===== src/rtl/alu_pkg.sv =====
// alu_pkg: opcode constants, opcode width and FSM state encoding shared by the alu_mc slice.
package alu_pkg;

   localparam int OP_W = 4;

   localparam logic [OP_W-1:0] OP_AND  = 4'b0000;
   localparam logic [OP_W-1:0] OP_OR   = 4'b0001;
   localparam logic [OP_W-1:0] OP_ADD  = 4'b0010;
   localparam logic [OP_W-1:0] OP_SLTU = 4'b0011;
   localparam logic [OP_W-1:0] OP_XOR  = 4'b0100;
   localparam logic [OP_W-1:0] OP_NOR  = 4'b0101;
   localparam logic [OP_W-1:0] OP_SUB  = 4'b0110;
   localparam logic [OP_W-1:0] OP_SLT  = 4'b0111;
   localparam logic [OP_W-1:0] OP_MUL  = 4'b1000;

   typedef enum logic [1:0] {
      ST_IDLE     = 2'd0,
      ST_MUL_BUSY = 2'd1,
      ST_DONE     = 2'd2
   } state_t;

   // Subtract-class ops feed ~B and a carry-in of 1 into the shared adder.
   function automatic logic is_sub_op(input logic [OP_W-1:0] op);
      return (op == OP_SUB) || (op == OP_SLT) || (op == OP_SLTU);
   endfunction

endpackage


===== src/rtl/alu_mc_if.sv =====
// alu_mc_if: operand/op input channel and result/flag output channel of alu_mc.
interface alu_mc_if #(
   parameter int DATA_WIDTH = 32
) ();
   logic                      in_valid;
   logic                      in_ready;
   logic [DATA_WIDTH-1:0]     A;
   logic [DATA_WIDTH-1:0]     B;
   logic [alu_pkg::OP_W-1:0]  ALUop;
   logic                      out_valid;
   logic                      out_ready;
   logic [DATA_WIDTH-1:0]     Result;
   logic                      Overflow;
   logic                      CarryOut;
   logic                      Zero;

   modport master (
      output in_valid, A, B, ALUop, out_ready,
      input  in_ready, out_valid, Result, Overflow, CarryOut, Zero
   );

   modport slave (
      input  in_valid, A, B, ALUop, out_ready,
      output in_ready, out_valid, Result, Overflow, CarryOut, Zero
   );
endinterface


===== src/rtl/alu_mc_adder.sv =====
// alu_mc_adder: single DATA_WIDTH+1-bit add/subtract with borrow-style carry and signed overflow.
module alu_mc_adder #(
   parameter int DATA_WIDTH = 32
) (
   input  logic [DATA_WIDTH-1:0] A,
   input  logic [DATA_WIDTH-1:0] B,
   input  logic                  sub,
   output logic [DATA_WIDTH-1:0] sum,
   output logic                  CarryOut,
   output logic                  Overflow
);
   logic [DATA_WIDTH-1:0] b_eff;
   logic [DATA_WIDTH:0]   full;
   logic                  c_into_msb;

   assign b_eff = sub ? ~B : B;
   assign full  = {1'b0, A} + {1'b0, b_eff} + {{DATA_WIDTH{1'b0}}, sub};
   assign sum   = full[DATA_WIDTH-1:0];

   // The carry into the MSB is recovered from the MSB sum bit and its two addend bits.
   assign c_into_msb = A[DATA_WIDTH-1] ^ b_eff[DATA_WIDTH-1] ^ full[DATA_WIDTH-1];
   assign Overflow   = c_into_msb ^ full[DATA_WIDTH];
   assign CarryOut   = full[DATA_WIDTH] ^ sub;
endmodule


===== src/rtl/alu_mc.sv =====
// alu_mc: handshaked ALU with registered result/flags driven by an IDLE/MUL_BUSY/DONE FSM.
// Define ALU_MC_MUL_EN to build the shift-add multiplier for opcode 1000.
module alu_mc
   import alu_pkg::*;
#(
   parameter int DATA_WIDTH = 32
) (
   input  logic    clk,
   input  logic    rst,
   alu_mc_if.slave bus,
   output state_t  state_o
);
   localparam int W = DATA_WIDTH;

   state_t       state_q, state_d;
   logic [W-1:0] result_q, result_d;
   logic         ovf_q, ovf_d, cout_q, cout_d, zero_q, zero_d;
   logic         accept, is_mul;
   logic [W-1:0] add_a, add_b, add_sum;
   logic         add_sub, add_cout, add_ovf;
   logic [W-1:0] op_res;
   logic         op_ovf, op_cout;

   // An op transfers in on in_valid & in_ready; a result transfers out on out_valid & out_ready.
   assign bus.in_ready  = (state_q == ST_IDLE) || ((state_q == ST_DONE) && bus.out_ready);
   assign bus.out_valid = (state_q == ST_DONE);
   assign accept        = bus.in_valid && bus.in_ready;

`ifdef ALU_MC_MUL_EN
   logic [2*W-1:0] prod_q, prod_d, prod_step;
   logic [W-1:0]   mcand_q, mcand_d;
   logic [6:0]     cnt_q, cnt_d;
   logic           mul_last;

   assign is_mul   = (bus.ALUop == OP_MUL);
   assign mul_last = (cnt_q == 7'(W-1));
   // {hi, lo} holds partial product over the unconsumed multiplier bits; shift right each step.
   assign prod_step = {add_cout, add_sum, prod_q[W-1:1]};

   always_comb begin
      add_a   = bus.A;
      add_b   = bus.B;
      add_sub = is_sub_op(bus.ALUop);
      if (state_q == ST_MUL_BUSY) begin
         add_a   = prod_q[2*W-1:W];
         add_b   = prod_q[0] ? mcand_q : '0;
         add_sub = 1'b0;
      end
   end

   always_comb begin
      prod_d  = prod_q;
      mcand_d = mcand_q;
      cnt_d   = cnt_q;
      if (accept && is_mul) begin
         prod_d  = {{W{1'b0}}, bus.B};
         mcand_d = bus.A;
         cnt_d   = '0;
      end else if (state_q == ST_MUL_BUSY) begin
         prod_d = prod_step;
         cnt_d  = mul_last ? '0 : cnt_q + 7'd1;
      end
   end

   always_ff @(posedge clk) begin
      if (rst) begin
         prod_q  <= '0;
         mcand_q <= '0;
         cnt_q   <= '0;
      end else begin
         prod_q  <= prod_d;
         mcand_q <= mcand_d;
         cnt_q   <= cnt_d;
      end
   end
`else
   assign is_mul  = 1'b0;
   assign add_a   = bus.A;
   assign add_b   = bus.B;
   assign add_sub = is_sub_op(bus.ALUop);
`endif

   alu_mc_adder #(.DATA_WIDTH(W)) u_adder (
      .A        (add_a),
      .B        (add_b),
      .sub      (add_sub),
      .sum      (add_sum),
      .CarryOut (add_cout),
      .Overflow (add_ovf)
   );

   always_comb begin
      op_res  = '0;
      op_ovf  = 1'b0;
      op_cout = 1'b0;
      case (bus.ALUop)
         OP_AND: op_res = bus.A & bus.B;
         OP_OR:  op_res = bus.A | bus.B;
         OP_XOR: op_res = bus.A ^ bus.B;
         OP_NOR: op_res = ~(bus.A | bus.B);
         OP_ADD, OP_SUB: begin
            op_res  = add_sum;
            op_ovf  = add_ovf;
            op_cout = add_cout;
         end
         OP_SLT: begin
            op_res  = {{(W-1){1'b0}}, add_ovf ^ add_sum[W-1]};
            op_ovf  = add_ovf;
            op_cout = add_cout;
         end
         OP_SLTU: begin
            op_res  = {{(W-1){1'b0}}, add_cout};
            op_ovf  = add_ovf;
            op_cout = add_cout;
         end
         default: ;
      endcase
   end

   always_comb begin
      state_d  = state_q;
      result_d = result_q;
      ovf_d    = ovf_q;
      cout_d   = cout_q;
      zero_d   = zero_q;
      case (state_q)
         ST_IDLE, ST_DONE: begin
            if (accept)
               state_d = is_mul ? ST_MUL_BUSY : ST_DONE;
            else if (state_q == ST_DONE && bus.out_ready)
               state_d = ST_IDLE;
         end
         default: ;
      endcase
      if (accept && !is_mul) begin
         result_d = op_res;
         ovf_d    = op_ovf;
         cout_d   = op_cout;
         zero_d   = (op_res == '0);
      end
`ifdef ALU_MC_MUL_EN
      if (state_q == ST_MUL_BUSY && mul_last) begin
         state_d  = ST_DONE;
         result_d = prod_step[W-1:0];
         ovf_d    = 1'b0;
         cout_d   = |prod_step[2*W-1:W];
         zero_d   = (prod_step[W-1:0] == '0);
      end
`endif
   end

   always_ff @(posedge clk) begin
      if (rst) begin
         state_q  <= ST_IDLE;
         result_q <= '0;
         ovf_q    <= 1'b0;
         cout_q   <= 1'b0;
         zero_q   <= 1'b1;
      end else begin
         state_q  <= state_d;
         result_q <= result_d;
         ovf_q    <= ovf_d;
         cout_q   <= cout_d;
         zero_q   <= zero_d;
      end
   end

   assign bus.Result   = result_q;
   assign bus.Overflow = ovf_q;
   assign bus.CarryOut = cout_q;
   assign bus.Zero     = zero_q;
   assign state_o      = state_q;
endmodule


===== src/flat_wrapper.sv =====
// flat-port wrapper written by rule: the top's interface ports become plain ports
module alu_mc_flat import alu_pkg::*;
#(
   parameter int DATA_WIDTH = 32
)
  (clk, rst, state_o, bus_in_valid, bus_A, bus_B, bus_ALUop, bus_out_ready, bus_in_ready, bus_out_valid, bus_Result, bus_Overflow, bus_CarryOut, bus_Zero);
  alu_mc_if #(.DATA_WIDTH(DATA_WIDTH)) bus_i ();
  input  logic clk;
  input  logic rst;
  output state_t state_o;
  input wire logic [$bits(bus_i.in_valid)-1:0] bus_in_valid;
  input wire logic [$bits(bus_i.A)-1:0] bus_A;
  input wire logic [$bits(bus_i.B)-1:0] bus_B;
  input wire logic [$bits(bus_i.ALUop)-1:0] bus_ALUop;
  input wire logic [$bits(bus_i.out_ready)-1:0] bus_out_ready;
  output wire logic [$bits(bus_i.in_ready)-1:0] bus_in_ready;
  output wire logic [$bits(bus_i.out_valid)-1:0] bus_out_valid;
  output wire logic [$bits(bus_i.Result)-1:0] bus_Result;
  output wire logic [$bits(bus_i.Overflow)-1:0] bus_Overflow;
  output wire logic [$bits(bus_i.CarryOut)-1:0] bus_CarryOut;
  output wire logic [$bits(bus_i.Zero)-1:0] bus_Zero;
  assign bus_i.in_valid = bus_in_valid;
  assign bus_i.A = bus_A;
  assign bus_i.B = bus_B;
  assign bus_i.ALUop = bus_ALUop;
  assign bus_i.out_ready = bus_out_ready;
  assign bus_in_ready = bus_i.in_ready;
  assign bus_out_valid = bus_i.out_valid;
  assign bus_Result = bus_i.Result;
  assign bus_Overflow = bus_i.Overflow;
  assign bus_CarryOut = bus_i.CarryOut;
  assign bus_Zero = bus_i.Zero;
  alu_mc #(.DATA_WIDTH(DATA_WIDTH)) u_core (.clk(clk), .rst(rst), .bus(bus_i), .state_o(state_o));
endmodule

===== config.mk =====
export PLATFORM = sky130hd
export DESIGN_NAME = alu_mc_flat
export DESIGN_NICKNAME = d
export VERILOG_FILES = /design/src/rtl/alu_pkg.sv /design/src/rtl/alu_mc_if.sv /design/src/rtl/alu_mc_adder.sv /design/src/rtl/alu_mc.sv /design/src/flat_wrapper.sv
export SDC_FILE = /design/constraint.sdc
export NUM_CORES = 1
export LEC_CHECK = 0
export ABC_AREA = 0
export CAP_MARGIN = 30
export CORE_MARGIN = 2
export CORE_UTILIZATION = 50
export CTS_BUF_LIST = sky130_fd_sc_hd__clkbuf_8
export DETAILED_ROUTE_END_ITERATION = 8
export GPL_TIMING_DRIVEN = 0
export PLACE_DENSITY = 0.77
export SLEW_MARGIN = 30
export SYNTH_ARGS = -nofsm -noshare
export SYNTH_HDL_FRONTEND = slang
export SYNTH_SLANG_ARGS = --single-unit

===== constraint.sdc =====
create_clock -name clk -period 4.1 [get_ports clk]
set_input_delay 0.41 -clock clk [delete_from_list [all_inputs] [get_ports clk]]
set_output_delay 0.41 -clock clk [all_outputs]
set_load 0.02 [all_outputs]

==> metrics.cfg <==
[worst_setup_path]
critPathLaunchType = input port
cp.arrival_ns = 4.18
rr_worst_depth = 10
crit_fanout = 10
end_kind = flip-flop
required_ns = 4.31
critPathKind = input port to flip-flop
reg2reg_setup_slack_ns = 1.82

[pwr]
power.density_mw_per_mm2 = 233
irDropWorstVdd_mv = 0.160
finalPower_w = 0.00179
p_leak_nw = 3.26

[logic_synthesis]
synth_area_per_cell_um2 = 7.26
synth-compound-area-share = 0.281
synth_mux_area_frac = 0.0180
synth_cell_types = 82
yosys.area_share.adder = 0.195
syn_inst = 853
synth.top_cells.by_area = ha_1 (19%), dfxtp_1 (12%), xnor2_1 (5.9%)
ys_seq_elements = 36
synthSimpleGateAreaFrac = 0.205
yosys_warnings = 0
syn-num-nets = 1021
syn_area_mm2 = 0.00619
synthXorXnorAreaFrac = 0.0778
yosysTopAreaCell = ha_1
async_flop_share = 0
synth_edf_count = 0
synthFlopType = dfxtp_1
yosysTopAreaCellShare = 0.192
ys_seq_area_frac = 0.116
synth_top_family_by_area = compound AO/OA/AOI/OAI gates

[timing]
max_slew_margin = 0.356
hold_violations = 0
finalCritPeriodShare = 0.969
final-max-slew-violation-count = 0
max_freq_mhz = 252
fin_skew_ns = 0.00632
period_minus_slack_ns = 3.97
setup_viol = 0
tightest_slew_ns = 0.959
rsz0062_at_grt = false
setup_tns_ns = 0

[layout]
multi_input_area_mm2 = 0.00487
final_util = 0.636
final_common_cell = clkdlybuf4s50_1
final_net_count = 1137
fill_cells = 1166
regArea_um2 = 721
design_area_mm2 = 0.00767
final_cell_mix = clkdlybuf4s50_1 (104), ha_1 (95), nor2_1 (86)
syn_to_final_growth_pct = 23.9
diodes = 0
drive_above_1_share = 0.0670

[route]
drt_iter0_markers = 530
wirelength_mm = 20.0
firstDrtPassIters = 5
ant_nets = 0
wl_per_cell_um = 17.5
drc = 0
via_per_inst = 6.03
vias = 6866

[global_routing]
grt.overflow.total = 0
grtUsageTotal = 0.298
grt_pass1_wl_mm = 31.5
antenna_found_initial = 0
first_global_vias = 6189
grt_max_degree = 13

[floorplan]
die_w_um = 115
core_mm2 = 0.0121
rows = 40
die_area_mm2 = 0.0133
initial_utilization = 0.513
ios = 111
dieHeight_um = 115

[cts]
htreeDepth = 2
cts_buffer_depth = 2
cts_tree = built
clock_sinks = 36
insertion_delay_ns = 0.29
cts-root-buf = clkbuf_8
clk_pin_slew_ns = 0.07
cts_made_buffers = 5

[placement]
dp_hpwl_mm = 16.1
numPortBuffers = 106
place.gp.congestion = 0.986
postPlaceCellArea_mm2 = 0.00747

[status]
run_status = completed

[hold_path]
holdPathStages = 2
hold_class = input port to flip-flop

[flow_run]
max-cap-violations = 0

synth_stat cells (20+ instances only):
cell	instances
ha_1	95
nor2_1	88
inv_1	79
a21oi_1	72
nand2_1	47
a211oi_1	43
xnor2_1	42
dfxtp_1	36
clkbuf_1	32
o21ai_0	30
nor3_1	25
nand3_1	23
a22oi_1	20
registers in the layout, summed over array words and instances (netlist names):
register and count:
u_core.bus.Overflow 1, u_core.state_o 1, u_core.bus.Result 32, u_core.bus.CarryOut 1
u_core.bus.Zero 1
layout make-up:
cell class              count  area share
multi-input cells         676       0.635
repair buffers            111       0.143
flip-flops and latches     36      0.0939
plain buffers              60      0.0478
inverters                  79      0.0386
well taps                 168      0.0274
clock buffers               5     0.00897
clock inverters             3     0.00554
worst max-delay path, cell delays in order:
cell and delay, ns:
clkdlybuf4s15_1 0.30, nand2b_4 0.11, nor2_4 0.16, clkbuf_8 0.23, xnor2_1 0.08, ha_1 0.27
buf_2 0.18, nand3_1 0.11, or4_4 0.56, and4_2 0.23, o21ai_1 0.29, mux2i_1 0.24
nand3_1 0.20, a211oi_1 0.28, and4_1 0.21, nand4_1 0.10, o31ai_2 0.21
cells by family after synthesis:
group                    count (synthesis)
AO/OA/AOI/OAI                          256
buffers and inverters                  141
multiplexers                            11
AND/OR/NAND/NOR                        257
other                                    1
flip-flops                              36
XOR/XNOR                                55
adder cells (fa/ha/maj)                 96
per-stage QoR:
| step | hold slack (ns) | setup slack, ns | cells |
|---|---|---|---|
| floorplan | 0.533 | 0.0345 | 853 |
| global placement | 0.453 | -1.43 | 1127 |
| detailed placement | 0.456 | -1.41 | 1127 |
| CTS | 0.319 | 0.175 | 1140 |
| global route | 0.325 | 0.00165 | 1138 |
| finish | 0.313 | 0.129 | 1138 |
report_power, final:
part / total [W] / internal (W) / switching (W)
Clock: 0.000310 / 0.000180 / 0.000130
Combinational: 0.00108 / 0.000450 / 0.000634
Sequential: 0.000392 / 0.000378 / 0.0000144
metal layers:
metal	track usage	share of wire	wire length, µm
met5	0	0	0
met2	0.490	0.44	8870
met4	0.0964	0.027	545
met3	0.0185	0.060	1200
met1	0.418	0.47	9350
path summary, 6_finish.rpt:
check / from / to
worst max-delay path: bus_ALUop[1] / u_core.bus.Zero
worst min-delay path: rst / u_core.bus.Result[28]
worst max register to register: u_core.state_o[1] / u_core.bus.Zero
worst min register to register: u_core.bus.Result[22] / u_core.bus.Result[22]
repair_timing:
item	in CTS	in global routing
gates resized for setup	20	4
setup buffers	5	0
hold buffers	0	0
setup endpoints to repair	27	1
pin swaps	3	3
No activity file was read; power rests on OpenSTA's default activity.
==> RTL change (same flow settings) <==
`result_q` no longer has a reset.
--- a/src/rtl/alu_mc.sv
+++ b/src/rtl/alu_mc.sv
@@ -152,17 +152,19 @@
    always_ff @(posedge clk) begin
       if (rst) begin
          state_q  <= ST_IDLE;
-         result_q <= '0;
          ovf_q    <= 1'b0;
          cout_q   <= 1'b0;
          zero_q   <= 1'b1;
       end else begin
          state_q  <= state_d;
-         result_q <= result_d;
          ovf_q    <= ovf_d;
          cout_q   <= cout_d;
          zero_q   <= zero_d;
       end
+   end
+
+   always_ff @(posedge clk) begin
+      result_q <= result_d;
    end
 
    assign bus.Result   = result_q;
Formal check against the unedited RTL: not equivalent (a bounded check fails within 4 cycles, from zero or initial values and one cycle with rst high).
==> RTL change against the unedited design <==
Power rose by 2.3%; sequential cell count did not move; wire length fell by 0.47%; first-iteration DRC count fell by 16%; synthesized area fell by 10%; design area fell by 6.5%; non-clock buffer count fell by 21; sequential power rose by 15%; setup slack got worse by 0.11 ns; critical path depth rose by 1.
==> RTL change: results (changes against the unedited design) <==
metric,value,unit,change
Synth Flop Type,edfxtp_1,,was dfxtp_1
Netlist cell types,74,,was 82
vias in the first global route,5671,,was 6189
global-route wire length before repair,29600,um,was 31500 um
layout cells sized above 1,8.45,%,was 6.70%
DP Worst Slack,-1.51,ns,was -1.41 ns
Crit path arrival time,4.31,ns,was 4.18 ns
Synth top cells by count,"95 x ha_1, 85 x inv_1, 52 x a21oi_1, 50 x nor2_1, 48 x xnor2_1",,"was 95 x ha_1, 88 x nor2_1, 79 x inv_1, 72 x a21oi_1, 47 x nand2_1"
multi-input logic area,0.00422,mm^2,was 0.00487 mm^2
post-detail-place hpwl,15200,um,was 16100 um
DRT iter0 DRCs,443,,was 530
peak supply drop,0.142,mV,was 0.160 mV
static leakage,3.05,nW,was 3.26 nW
GRT Util Overall,32.7,%,was 29.8%
largest net degree at the start of global routing,33,,was 13
# fillers,967,,was 1166
vias per cell,6.30,,was 6.03
dpl cells,931,,was 1127
gp weighted congestion,0.941,,was 0.986
final std cells w/o fill,945,,was 1138
Hold Path Class,flip-flop to flip-flop,,was input pin to flip-flop
Final nets,972,,was 1137
clk_lat worst skew,0.31,ns,was 0.29 ns
Post-synth EDFFs,32,,was 0
DR pass1 iterations,7,,was 5
worst-case clock skew,0.0110,ns,was 0.00632 ns
status,"finished, final reports clean",,unchanged
==> RTL change: final timing paths <==
| check | start | to | cells past startpoint | slack [ns] |
|---|---|---|---|---|
| setup / recovery | bus_ALUop[2] | u_core.bus.Zero | 18 | 0.02 |
| hold / removal | u_core.bus.Zero | u_core.bus.Zero | 2 | 0.48 |
| setup reg to reg | u_core.state_o[1] | u_core.bus.Zero | 9 | 1.47 |
| hold reg to reg | u_core.bus.Zero | u_core.bus.Zero | 2 | 0.48 |
==> RTL change: logic make-up (layout without fill, tap and decap cells) <==
group	after synthesis	count (layout)	synth area share (%)
AO/OA/AOI/OAI	221	221	28.0
AND/OR/NAND/NOR	140	140	12.0
buffers and inverters	124	244	8.77
adder cells (fa/ha/maj)	96	96	21.7
XOR/XNOR	61	61	9.60
flip-flops	36	36	18.7
multiplexers	6	6	1.15
other	1	1	0.0674
==> RTL change: layer usage <==
layer	vias to the layer above	wire length [um]	global-route usage, %
li1	2759	-	-
met1	2837	8160	42.5
met2	303	9250	55.0
met3	52	1810	5.22
met4	0	643	11.5
met5	-	0	0
==> RTL change: area by class of cell <==
cell class | instances | area share (%)
multi-input combinational | 525 | 58.8
timing repair buffer | 114 | 15.7
sequential | 36 | 14.5
inverter | 86 | 4.50
buffer | 36 | 2.60
tap | 140 | 2.44
clock buffer | 5 | 0.959
clock inverter | 3 | 0.541
==> RTL change: through the flow <==
| stage | instance area [um^2] | setup TNS, ns | util [%] | total power [W] |
|---|---|---|---|---|
| final | 7170 | 0 | 66.2 | 0.00183 |
| after global routing | 7170 | -0.0220 | 66.2 | 0.00192 |
| after CTS | 7000 | 0 | 64.6 | 0.00177 |
| after detailed placement | 6810 | -14.04 | 62.8 | 0.00141 |
| after global placement | 6800 | -12.71 | 62.8 | 0.00140 |
| after floorplan | 5570 | 0 | - | 0.00108 |
==> RTL change: worst max-delay path: stages <==
cell and delay, ns:
clkdlybuf4s15_2 0.27, nor2_4 0.08, nor2_4 0.20, buf_4 0.29
xnor2_1 0.10, ha_1 0.27, clkbuf_1 0.26, nand4_1 0.27
buf_4 0.22, nor3_1 0.19, nand3_1 0.17, o211ai_4 0.14
xnor2_1 0.15, o22ai_1 0.17, nand3b_1 0.35, nor4_4 0.32
nand4b_1 0.20, o31ai_2 0.23
==> RTL change: repair_timing <==
item,CTS,global route
resized for setup,20,27
pin swaps,5,17
endpoints found under the setup margin,19,1
setup buffers,1,7
==> RTL change: where the power goes <==
part / internal, W / switching [W]
sequential: 0.000441 / 0.00000833
combinational: 0.000428 / 0.000608
clock: 0.000179 / 0.000162
total: 0.00105 / 0.000779
